## src/rtl/alu_arbiter.sv

```systemverilog
// Round-robin front end that shares one registered ALU between N_REQ requesters.
// Each operation runs IDLE -> ISSUE -> WAIT (LAT cycles) -> DONE with all outputs registered.
module alu_arbiter #(
    parameter int N_REQ = 4,
    parameter int W     = 16,
    parameter int LAT   = 2
) (
    input  logic               i_clk,
    input  logic               i_rst,
    input  logic [N_REQ-1:0]   i_req,
    input  logic [N_REQ*W-1:0] i_in1,
    input  logic [N_REQ*W-1:0] i_in2,
    input  logic [N_REQ*2-1:0] i_op,
    output logic [N_REQ-1:0]   o_grant,
    output logic [N_REQ-1:0]   o_done,
    output logic [W-1:0]       o_result,
    output logic               o_z,
    output logic               o_busy,
    output logic [W-1:0]       o_alu_in1,
    output logic [W-1:0]       o_alu_in2,
    output logic [1:0]         o_alu_op,
    input  logic [W-1:0]       i_alu_out,
    input  logic               i_alu_z
);

    localparam int PW = (N_REQ > 1) ? $clog2(N_REQ) : 1;
    localparam int CW = (LAT > 1) ? $clog2(LAT + 1) : 1;

    typedef enum logic [1:0] {
        IDLE  = 2'd0,
        ISSUE = 2'd1,
        WAIT  = 2'd2,
        DONE  = 2'd3
    } state_t;

    state_t            state_q;
    logic [PW-1:0]     ptr_q;
    logic [CW-1:0]     cnt_q;
    logic [N_REQ-1:0]  grant_q;
    logic [N_REQ-1:0]  done_q;
    logic [W-1:0]      result_q;
    logic              z_q;
    logic              busy_q;
    logic [W-1:0]      alu_in1_q;
    logic [W-1:0]      alu_in2_q;
    logic [1:0]        alu_op_q;
    logic [1:0]        op_q;

    logic [W-1:0]      in1_arr [N_REQ];
    logic [W-1:0]      in2_arr [N_REQ];
    logic [1:0]        op_arr  [N_REQ];

    logic              win_found_d;
    logic [PW-1:0]     win_idx_d;

    genvar gi;
    generate
        for (gi = 0; gi < N_REQ; gi++) begin : g_unpack
            assign in1_arr[gi] = i_in1[gi*W +: W];
            assign in2_arr[gi] = i_in2[gi*W +: W];
            assign op_arr[gi]  = i_op[gi*2 +: 2];
        end
    endgenerate

    // Scan from the highest rotation offset down so the last hit is the
    // first requester found searching upward from ptr_q+1.
    always_comb begin
        logic [PW-1:0] idx;
        win_found_d = 1'b0;
        win_idx_d   = '0;
        idx         = '0;
        for (int i = N_REQ - 1; i >= 0; i--) begin
            idx = PW'((int'(ptr_q) + 1 + i) % N_REQ);
            if (i_req[idx]) begin
                win_found_d = 1'b1;
                win_idx_d   = idx;
            end
        end
    end

    always_ff @(posedge i_clk) begin
        if (i_rst) begin
            state_q   <= IDLE;
            ptr_q     <= PW'(N_REQ - 1);
            cnt_q     <= '0;
            grant_q   <= '0;
            done_q    <= '0;
            result_q  <= '0;
            z_q       <= 1'b0;
            busy_q    <= 1'b0;
            alu_in1_q <= '0;
            alu_in2_q <= '0;
            alu_op_q  <= 2'd0;
            op_q      <= 2'd0;
        end else begin
            case (state_q)
                IDLE: begin
                    if (win_found_d) begin
                        grant_q   <= N_REQ'(1) << win_idx_d;
                        alu_in1_q <= in1_arr[win_idx_d];
                        alu_in2_q <= in2_arr[win_idx_d];
                        op_q      <= op_arr[win_idx_d];
                        alu_op_q  <= op_arr[win_idx_d];
                        ptr_q     <= win_idx_d;
                        busy_q    <= 1'b1;
                        state_q   <= ISSUE;
                    end
                end
                ISSUE: begin
                    alu_op_q <= 2'd0;
                    cnt_q    <= CW'(LAT - 1);
                    state_q  <= WAIT;
                end
                WAIT: begin
                    if (cnt_q == '0) begin
                        result_q <= i_alu_out;
                        z_q      <= i_alu_z;
                        done_q   <= grant_q;
                        state_q  <= DONE;
                    end else begin
                        cnt_q <= cnt_q - CW'(1);
                    end
                end
                DONE: begin
                    done_q  <= '0;
                    grant_q <= '0;
                    busy_q  <= 1'b0;
                    state_q <= IDLE;
                end
                default: state_q <= IDLE;
            endcase
        end
    end

    assign o_grant   = grant_q;
    assign o_done    = done_q;
    assign o_result  = result_q;
    assign o_z       = z_q;
    assign o_busy    = busy_q;
    assign o_alu_in1 = alu_in1_q;
    assign o_alu_in2 = alu_in2_q;
    assign o_alu_op  = alu_op_q;

endmodule

```

## config.mk

```make
export PLATFORM = sky130hd
export DESIGN_NAME = alu_arbiter
export DESIGN_NICKNAME = d
export VERILOG_FILES = /design/src/rtl/alu_arbiter.sv
export SDC_FILE = /design/constraint.sdc
export NUM_CORES = 1
export LEC_CHECK = 0
export ABC_AREA = 1
export ABC_CLOCK_PERIOD_IN_PS = 2220
export CAP_MARGIN = 10
export CORE_MARGIN = 2
export CORE_UTILIZATION = 30
export CTS_BUF_LIST = sky130_fd_sc_hd__clkbuf_16
export DETAILED_ROUTE_END_ITERATION = 10
export PLACE_DENSITY = 0.73
export SLEW_MARGIN = 20
export SYNTH_ARGS = -nofsm -noshare
export SYNTH_HDL_FRONTEND = slang
export SYNTH_SLANG_ARGS = --single-unit
```

## constraint.sdc

```tcl
create_clock -name i_clk -period 2.22 [get_ports i_clk]
set_clock_uncertainty 0.1 [all_clocks]
set_input_delay 0.666 -clock i_clk [delete_from_list [all_inputs] [get_ports i_clk]]
set_output_delay 0.666 -clock i_clk [all_outputs]
set_load 0.01 [all_outputs]
```

# ---- After elaboration in Yosys (flattened, before gate mapping)
# Index checks and enable logic that the tools add are counted.
# W data, S select, Z words.
dict set report op_classes {
  n_addsub 5
  magnitude_cmp 5
  n_eq_ne 6
  n_shift 1
  muxes 38
  bitwise 1
  reduce_logical 13
}
# cell count
set ops {}
lappend ops {{$bmux W16 S2} 2}
lappend ops {{$mux W16} 4}
lappend ops {{$mux W2} 10}
lappend ops {{$pmux W4 S2} 2}
lappend ops {{$reduce_and A2 Y1} 7}
lappend ops {{$lt A2 B3 Y1 const B} 4}
lappend ops {{$mux W1} 9}
lappend ops {{$bmux W1 S2} 4}
lappend ops {{$mux W4} 2}
lappend ops {{$pmux W2 S2} 2}
lappend ops {{$pmux W2 S4} 1}
lappend ops {{$reduce_bool A2 Y1} 4}
lappend ops {{$ne A2 B2 Y1 const B} 3}
lappend ops {{$add A2 B1 Y2 const B} 2}
lappend ops {{$add A2 B2 Y2 const B} 2}
lappend ops {{$bmux W2 S2} 1}
lappend ops {{$eq A2 B2 Y1 const B} 2}
lappend ops {{$logic_not A2 Y1} 2}
lappend ops {{$shl A1 B2 Y4 const A} 1}
lappend ops {{$ge A3 B3 Y1 const B} 1}
lappend ops {{$not A2 Y3} 1}
lappend ops {{$eq A2 B1 Y1 const B} 1}
lappend ops {{$pmux W1 S2} 1}
lappend ops {{$sub A2 B1 Y2 const B} 1}
dict set report word_totals {
  register_bits 66
  inputBits 159
  out_inout_bits 60
  wordCells 80
}

# ---- Logic depth before layout (Yosys ltp)
# Gate-level depths: netlist of the first run.
dict set report logic_depth {
  ltp_word 14
  mapped_depth 16
  ltp_nobuf 15
}

# ---- Worst setup path before layout of the first run
# OpenSTA, ideal clock, no wires.
dict set report synth_timing {
  kind {input to register}
  start {input i_req[0]}
  end {register alu_in1_q[0] (netlist: o_alu_in1[0])}
  setup_ns 0.117
  t_arrival_ns 1.826
  required_time_ns 2.003
  slack_ns 0.177
  path_stages 12
  n_path_buf 2
  path_cell_list {nand2_1 nand2_1 nand2_1 nand2_2 inv_2 nand2_4 o21ai_2 inv_2 buf_4 clkbuf_1 o21ai_0 nor2_1}
}
dict set report synth_via {
  elab_chain_len 10
  word_cells_on_any_way 21
  cone_classes {19 x mux; 1 x bitwise; 1 x reduce/logical}
}
# element line_no
set synth_lines {}
lappend synth_lines {{start, declared} 10} ;# input logic [N_REQ-1:0] i_req,
lappend synth_lines {{$bmux W1 S2} 74} ;# if (i_req[idx]) begin
lappend synth_lines {{$mux W1 (not written as such)} 74}
lappend synth_lines {{$mux W2 (4 in a row)} 74}
lappend synth_lines {{$not A2 Y3 (not written as such)} 100} ;# alu_in1_q <= in1_arr[win_idx_d];
lappend synth_lines {{$bmux W16 S2} 100}
lappend synth_lines {{$mux W16 (not written as such) (2 in a row)} 100}
lappend synth_lines {{end signal, assigned} 100}
lappend synth_lines {{end, declared} 44} ;# logic [W-1:0] alu_in1_q;
# Several ways; a longest one is shown, not always the timed one. The select of a mux whose other input is x is not followed.
# A chain may end at the register's enable or synchronous reset.

# ---- Final worst setup path of the first run
dict set report layout_timing {
  start {input i_req[0]}
  end {register alu_in2_q[3] (netlist: o_alu_in2[3])}
}
dict set report layout_via {
  elab_chain_len 10
  word_cells_on_any_way 21
  cone_classes {19 x mux; 1 x bitwise; 1 x reduce/logical}
}
# element line_no
set layout_lines {}
lappend layout_lines {{$bmux W1 S2} 74}
lappend layout_lines {{$mux W1 (not written as such)} 74}
lappend layout_lines {{$mux W2 (4 in a row)} 74}
lappend layout_lines {{$not A2 Y3 (not written as such)} 101} ;# alu_in2_q <= in2_arr[win_idx_d];
lappend layout_lines {{$bmux W16 S2} 101}
lappend layout_lines {{$mux W16 (not written as such) (2 in a row)} 101}
lappend layout_lines {{end signal, assigned} 101}
lappend layout_lines {{end, declared} 45} ;# logic [W-1:0] alu_in2_q;
# Several ways; a longest one is shown, not always the timed one. The select of a mux whose other input is x is not followed.

==> impl_metrics.yaml, run 1 <==
floorplanning:
  rows: 40
  coreArea_um2: 11960
  die-height_um: 114.4
  die_area_um2: 13080
  initial_utilization_pct: 30.54
  die_width_um: 114.4
  io_pins: 219
flow_run:
  maxCapViolCount: 0
clock_tree:
  clock_tree.buffer_depth: 2
  tritoncts: "built"
  insertion_delay_ns: 0.32
  cts.reportedPaths.clkPinSlew_ns: 0.05
  clock-sinks: 66
  cts_hold_buf: 0
  cts_inserted_buffers: 9
  h-tree-depth: 3
  clk_root_buffer_cell: "clkbuf_16"
worst_setup_path:
  crit_path_max_incr_delay_ns: 0.21
  worst-r2r-setup-slack_ns: 0.02
  critical_path.top_delay_family: "simple AND/OR/NAND/NOR gates"
  worstPathRequired_ns: 2.39
  cp.arrival_ns: 2.37
  cp-endpoint: "o_alu_in2[3]$_SDFFE_PP0P_"
  rr_startpoint: "ptr_q[0]$_SDFFE_PP1P_"
  critical-path-top-cell-by-count: "nand2_1"
  critical_path.cell_chain: "buf_2 -> inv_1 -> nand2_1 -> a21oi_2 -> inv_1 -> nand2_1 -> nand2_2 -> nand2_8 -> buf_8 -> buf_6 -> inv_8 -> nor2_8 -> clkbuf_16 -> nand2_1 -> nand3_1 -> nor2_1 -> nor2_1"
  r2r.worst_path.cells: 16
  critPathLaunchType: "input pin"
  timing.critical_path.depth: 17
  cp.buffers_inverters: 7
  worst_setup_path_startpoint: "i_req[0]"
  cp_max_fo: 7
  cp-end-kind: "register"
  critical-path-slowest-cell: "a21oi_2"
  r2r-end: "o_alu_in2[3]$_SDFFE_PP0P_"
  timing_worst_setup_path_type: "in -> reg"
status:
  outcome: "complete, no violations"
timing:
  hold-worst-slack_ns: 0.3592
  timing_hold_violations_final: 0
  final_max_slew_viol_count: 0
  final.setup.worst_slack_ns: 0.01970
  setup_viol: 0
  rsz_0062_raised_after_global_routing: "true"
  worst_max_slew_pin_slew_ns: 0.3103
  slew-limit-headroom_pct: 79.31
  max_freq_mhz: 454.5
  timing.final.crit_share_pct: 99.11
  period_minus_slack_ns: 2.200
layout:
  area.growth.synth_to_final_pct: 93.73
  finish.net_count: 1008
  drive_above_1_share_pct: 17.81
  post-route-util_pct: 59.17
  num_antenna_cells: 0
  layout.cells.non_filler: 995
place:
  worst_slack_at_placement_ns: -0.7913
  routabilityCongestion: 0.7832
  buffer_ports.inserted: 218
  hpwlAfterDp_um: 9149
  post-place-cells: 948
drt:
  route.met3.wl_um: 1034
  routed_wire_length_per_instance_um: 13.99
  detailedRoute.firstPassIterationCount: 4
  post_route_drc_violation_count: 0
  avgViaCountPerCell: 4.602
  route.final.wire_length_um: 13930
  met2_wirelength_um: 7069
  highest-signal-layer: "met4"
  num_vias: 4579
  detail_route.iter0.violations: 164
  routed_length_on_met1_um: 5587
  count_of_antenna_violating_nets_left_after_detailed_routing: 0
synthesis:
  yosysSeqAreaShare_pct: 36.16
  postSynthNetCount: 746
  synth_compound_gate_area_share_pct: 11.13
  synth-simple-area-share_pct: 43.66
  synth.lib_cells_used.distinct: 29
  post_synth_xor_area_fraction_pct: 0
  synthAdderAreaFrac_pct: 2.055
  synth_largest_area_cell: "dfxtp_1"
  synth_area_per_cell_um2: 6.288
  ys_ff_latch: 66
  synth_top_area_share_pct: 36.16
  synth.area.mux_share_pct: 0
  main_combinational_cell_family_by_area_after_synthesis: "simple AND/OR/NAND/NOR gates"
  synthesis.yosys.warnings: 0
  post_synth_main_area_contributors: "dfxtp_1 (36%), nand2_1 (23%), nor2_1 (11%)"
  mapped_area_um2: 3654
  netlist_instances: 581
global_routing:
  grt_overflow_total: 0
  initial_antenna_violation_count: 0
  grt_start_max_net_pins: 35
  grt_pass1_wl_um: 20960
  grt_pass1_vias: 4366
  gr-usage-all-layers_pct: 20.52
power_and_ir_drop:
  static-leakage-power_nw: 3.052
  power_frac_clock_pct: 11.1
  post-layout-total-power_mw: 11.62
  switchingPower_mw: 5.121
  power.combinational.fraction_pct: 73.0
  powerDensity_nw_per_um2: 1641
  internal_power_mw: 6.496
  seq_power_share_pct: 15.9
  ir_drop_mv: 0.8702
  swShare_pct: 44.08
min_path:
  hold_class: "reg -> reg"
placed cells by master (no fill, tap or decap), types with 12 or more instances in the layout:
| cell type | instances |
|---|---|
| buf_4 | 35 |
| a21oi_1 | 17 |
| clkdlybuf4s50_1 | 214 |
| nand3_1 | 29 |
| nand2_2 | 19 |
| o21ai_0 | 56 |
| nor2_1 | 101 |
| inv_1 | 12 |
| buf_12 | 12 |
| nand2_4 | 18 |
| nand2_1 | 192 |
| dfxtp_1 | 64 |
per-stage QoR:
step | TNS [ns] | instance area [um2]
after global routing | -3.307 | 7078
after detailed placement | -26.88 | 6180
after global placement | -25.54 | 6180
final | 0 | 7078
after CTS | 0 | 6834
after floorplan | 0 | 3654
cell usage after synthesis, drive strengths merged:
master  count
dfxtp      66
buf        18
nand2     230
o21ai      57
clkbuf     11
or2         1
nor2      107
ha          6
clkinv      1
o31ai       1
a21oi      19
nand3      42
a22oi       1
nand4       2
inv        19
flip-flops by register name, summed over array words and instances, names as in the netlist:
signal / cells
o_alu_in1: 16
o_alu_in2: 16
o_result: 16
o_done: 4
o_grant: 4
cnt_q: 2
o_alu_op: 2
ptr_q: 2
state_q: 2
o_busy: 1
o_z: 1
worst register-to-register path, delay by kind of cell (launching register included):
kind | cells | cell delay, ns
and+or+nand+nor | 9 | 0.79
AOI/OAI and AO/OA | 1 | 0.19
buffers and inverters | 6 | 0.66
DFF | 1 | 0.40
routing by layer:
layer  GRT usage (%)  up-vias
met1           22.83     2018
li1                -     2368
met5               0        -
met4           8.374        0
met3           5.188       18
met2           37.18      175
power by group through the flow:
| stage | Clock, mW | Sequential (mW) | Combinational, mW |
|---|---|---|---|
| after CTS | 1.32 | 1.84 | 8.02 |
| final | 1.29 | 1.85 | 8.48 |
| after global placement | 0 | 1.84 | 6.41 |
| after global routing | 1.37 | 1.90 | 9.22 |
| after floorplan | 0 | 2.01 | 3.76 |
| after detailed placement | 0 | 1.86 | 6.45 |
timing repair:
action | CTS | global route
pin swaps | 32 | 30
resized for setup | 59 | 47
gates cloned | 5 | 1
buffers inserted | 19 | 9
endpoints found under the setup margin | 40 | 36
logic make-up after synthesis:
family                     after synthesis
AOI/OAI and AO/OA                       78
DFF                                     66
adders and majority gates                6
and+or+nand+nor                        382
buffers and inverters                   49
final cells by class:
type                    count  area, um2
fillers                  1118       4883
flip-flops and latches     66       1326
multi-input cells         467       2326
repair buffers            279       2877
clock inverters             7      45.04
well taps                 147      183.9
clock buffers               9      225.2
inverters                  20      95.09
worst min path at each step:
stage / start / end / slack [ns] / depth (start not counted)
6_report: o_done[0]$_SDFFE_PP0P_ / o_done[0]$_SDFFE_PP0P_ / 0.36 / 2
5_1_grt: o_done[0]$_SDFFE_PP0P_ / o_done[0]$_SDFFE_PP0P_ / 0.38 / 2
4_1_cts: o_done[0]$_SDFFE_PP0P_ / o_done[0]$_SDFFE_PP0P_ / 0.36 / 2
3_5_place_dp: o_done[0]$_SDFFE_PP0P_ / o_done[0]$_SDFFE_PP0P_ / 0.35 / 2
3_3_place_gp: o_busy$_SDFFE_PP0P_ / o_busy$_SDFFE_PP0P_ / 0.35 / 2
2_1_floorplan: cnt_q[1]$_SDFFE_PP0P_ / cnt_q[1]$_SDFFE_PP0P_ / 0.34 / 2
(Power assumes the default switching activity.)
==> run 2, diff against run 1 <==
==> constraint.sdc (replaced) <==
create_clock -name i_clk -period 2.22 [get_ports i_clk]
set_clock_uncertainty 0.1 [all_clocks]
set_input_delay 0.222 -clock i_clk [delete_from_list [all_inputs] [get_ports i_clk]]
set_output_delay 0.222 -clock i_clk [all_outputs]
set_load 0.01 [all_outputs]
==> run 2 against run 1 <==
Critical path depth down 1. Worst setup slack better by 0.20 ns. Non-clock buffer count down 41. Sequential power about the same. Routed wire length down 13%. Final area down 9.7%.
==> impl_metrics.yaml, run 2 (synthesis gave the netlist of run 1 again) <==
worst_setup_path:
  critPathLaunchType: "register"
  worst-r2r-setup-slack_ns: 0.22
  cp.arrival_ns: 2.16
  cp_max_fo: 19
  timing_worst_setup_path_type: "reg -> reg"
  rr_startpoint: "ptr_q[0]$_SDFFE_PP1P_"
  r2r.worst_path.cells: 16
  cp-end-kind: "register"
  worstPathRequired_ns: 2.38
  r2r-end: "o_alu_in1[8]$_SDFFE_PP0P_"
min_path:
  worstHoldEndpoint: "o_busy$_SDFFE_PP0P_"
  worstHoldStart: "o_busy$_SDFFE_PP0P_"
  hold_class: "reg -> reg"
  timing.hold.worst_path_depth: 2
global_routing:
  met3_usage_pct: 4.711
  grt_pass1_vias: 4209
  gr-usage-met1_pct: 22.40
  grt_start_max_net_pins: 35
  grt_pass1_wl_um: 19460
  initial_antenna_violation_count: 0
  gr-usage-all-layers_pct: 18.65
  grt_overflow_total: 0
  grt.busiest_layer: "met2"
  gr-usage-met2_pct: 32.30
layout:
  final_common_cell: "nand2_1"
  area.growth.synth_to_final_pct: 74.93
  drive_above_1_share_pct: 7.196
  layout.cells.most_common_list: "nand2_1 (223), clkdlybuf4s50_1 (218), nor2_1 (103), dfxtp_1 (65), o21ai_0 (56)"
  num_antenna_cells: 0
  finish.net_count: 966
clock_tree:
  insertion_delay_ns: 0.32
  tritoncts: "built"
  post_cts.repair.setup_buffers: 0
  clock-sinks: 66
  h-tree-depth: 3
  cts_hold_buf: 0
  clock_tree.buffer_depth: 2
  cts_inserted_buffers: 9
  clk_root_buffer_cell: "clkbuf_16"
  cts.reportedPaths.clkPinSlew_ns: 0.06
timing:
  final.setup.worst_slack_ns: 0.2239
  rsz_0062_raised_after_global_routing: "false"
  slew-limit-headroom_pct: 63.76
  setup_viol: 0
  timing.final.crit_share_pct: 89.91
  timing_hold_violations_final: 0
  max_freq_mhz: 501.0
  worst_max_slew_pin_slew_ns: 0.5380
  final_max_slew_viol_count: 0
  hold-worst-slack_ns: 0.3629
  period_minus_slack_ns: 1.996
floorplanning:
  rows: 40
  die_width_um: 114.4
  io_pins: 219
  die-height_um: 114.4
  die_area_um2: 13080
  initial_utilization_pct: 30.54
  coreArea_um2: 11960
flow_run:
  maxCapViolCount: 0
place:
  routabilityCongestion: 0.8219
  worst_slack_at_placement_ns: -0.05344
  hpwlAfterDp_um: 9302
  buffer_ports.inserted: 218
drt:
  detail_route.iter0.violations: 158
  post_route_drc_violation_count: 0
  route.final.wire_length_um: 12080
  avgViaCountPerCell: 4.494
  count_of_antenna_violating_nets_left_after_detailed_routing: 0
  num_vias: 4283
  detailedRoute.firstPassIterationCount: 5
  routed_wire_length_per_instance_um: 12.67
power_and_ir_drop:
  static-leakage-power_nw: 2.691
  ir_drop_mv: 0.6441
  powerDensity_nw_per_um2: 1483
status:
  outcome: "complete, no violations"
-- run 2: changes by cell type in the layout (fill, tap and decap cells not counted), moves of 4 or more --
cell / before / now
nand2_4: 18 / 2
clkdlybuf4s50_1: 214 / 218
nand2_2: 19 / 4
nand2_1: 192 / 223
buf_12: 12 / 8
buf_6: 9 / 1
buf_2: 4 / 0
buf_4: 35 / 11
nand3_1: 29 / 41
nand3_2: 11 / 0
-- run 2: area by class of cell --
class                      instances  area [um2]
sequential                        66        1325
fill                            1179        5570
inverter                          20       82.58
timing repair buffer             238        2436
multi-input combinational        466        2077
clock buffer                       9       225.2
tap                              147       183.9
clock inverter                     7       61.31
-- run 2: critical path, stage by stage, from the launching register on --
cell	delay [ns]
dfxtp_4	0.39
inv_2	0.11
nand2_1	0.06
nand2_1	0.12
nand2_1	0.07
nand2_1	0.11
inv_2	0.07
nand2_4	0.08
nand3_4	0.09
nand2_8	0.12
inv_6	0.05
nor2_8	0.11
buf_12	0.16
nand2_1	0.05
nand3_1	0.11
nor2_1	0.05
nor2_1	0.08
-- run 2: layer usage --
layer | routed length (um) | vias up | part of all wire [%]
li1 | - | 2280 | -
met1 | 5190 | 1816 | 43
met2 | 5751 | 174 | 48
met3 | 969 | 13 | 8.0
met4 | 167 | 0 | 1.4
met5 | 0 | - | 0
-- run 2: worst max path at each step --
stage	from	end	slack, ns	cells past startpoint
after CTS	ptr_q[0]$_SDFFE_PP1P_	o_alu_in1[12]$_SDFFE_PP0P_	0.08	13
after detailed placement	ptr_q[0]$_SDFFE_PP1P_	o_alu_in1[12]$_SDFFE_PP0P_	-0.05	13
after floorplan	ptr_q[0]$_SDFFE_PP1P_	o_alu_in1[0]$_SDFFE_PP0P_	0.38	13
final	ptr_q[0]$_SDFFE_PP1P_	o_alu_in1[8]$_SDFFE_PP0P_	0.22	16
after global routing	ptr_q[0]$_SDFFE_PP1P_	o_alu_in2[1]$_SDFFE_PP0P_	0.06	16
after global placement	i_req[1]	o_alu_in1[8]$_SDFFE_PP0P_	0.005	15
-- run 2: timing repair --
action,in CTS,in global routing
gates resized for setup,1,3
setup endpoints to repair,27,35
endpoints found under the hold margin,0,0
-- run 2: report_power, final --
group	switching, mW	internal (mW)
Combinational	3.45	2.80
Clock	0.524	0.857
Sequential	0.231	1.62
-- run 2: per-stage QoR --
| stage | power, mW | utilization (%) | cell area [um2] | cells | setup TNS (ns) |
|---|---|---|---|---|---|
| 3_3_place_gp | 8.133 | 50.97 | 6097 | 937 | 0 |
| 3_5_place_dp | 8.182 | 50.97 | 6097 | 937 | -0.4239 |
| 4_1_cts | 9.610 | 53.38 | 6385 | 953 | 0 |
| 6_report | 9.480 | 53.43 | 6391 | 953 | 0 |
| 2_1_floorplan | 5.766 | - | 3654 | 581 | 0 |
| 5_1_grt | 10.39 | 53.43 | 6391 | 953 | 0 |
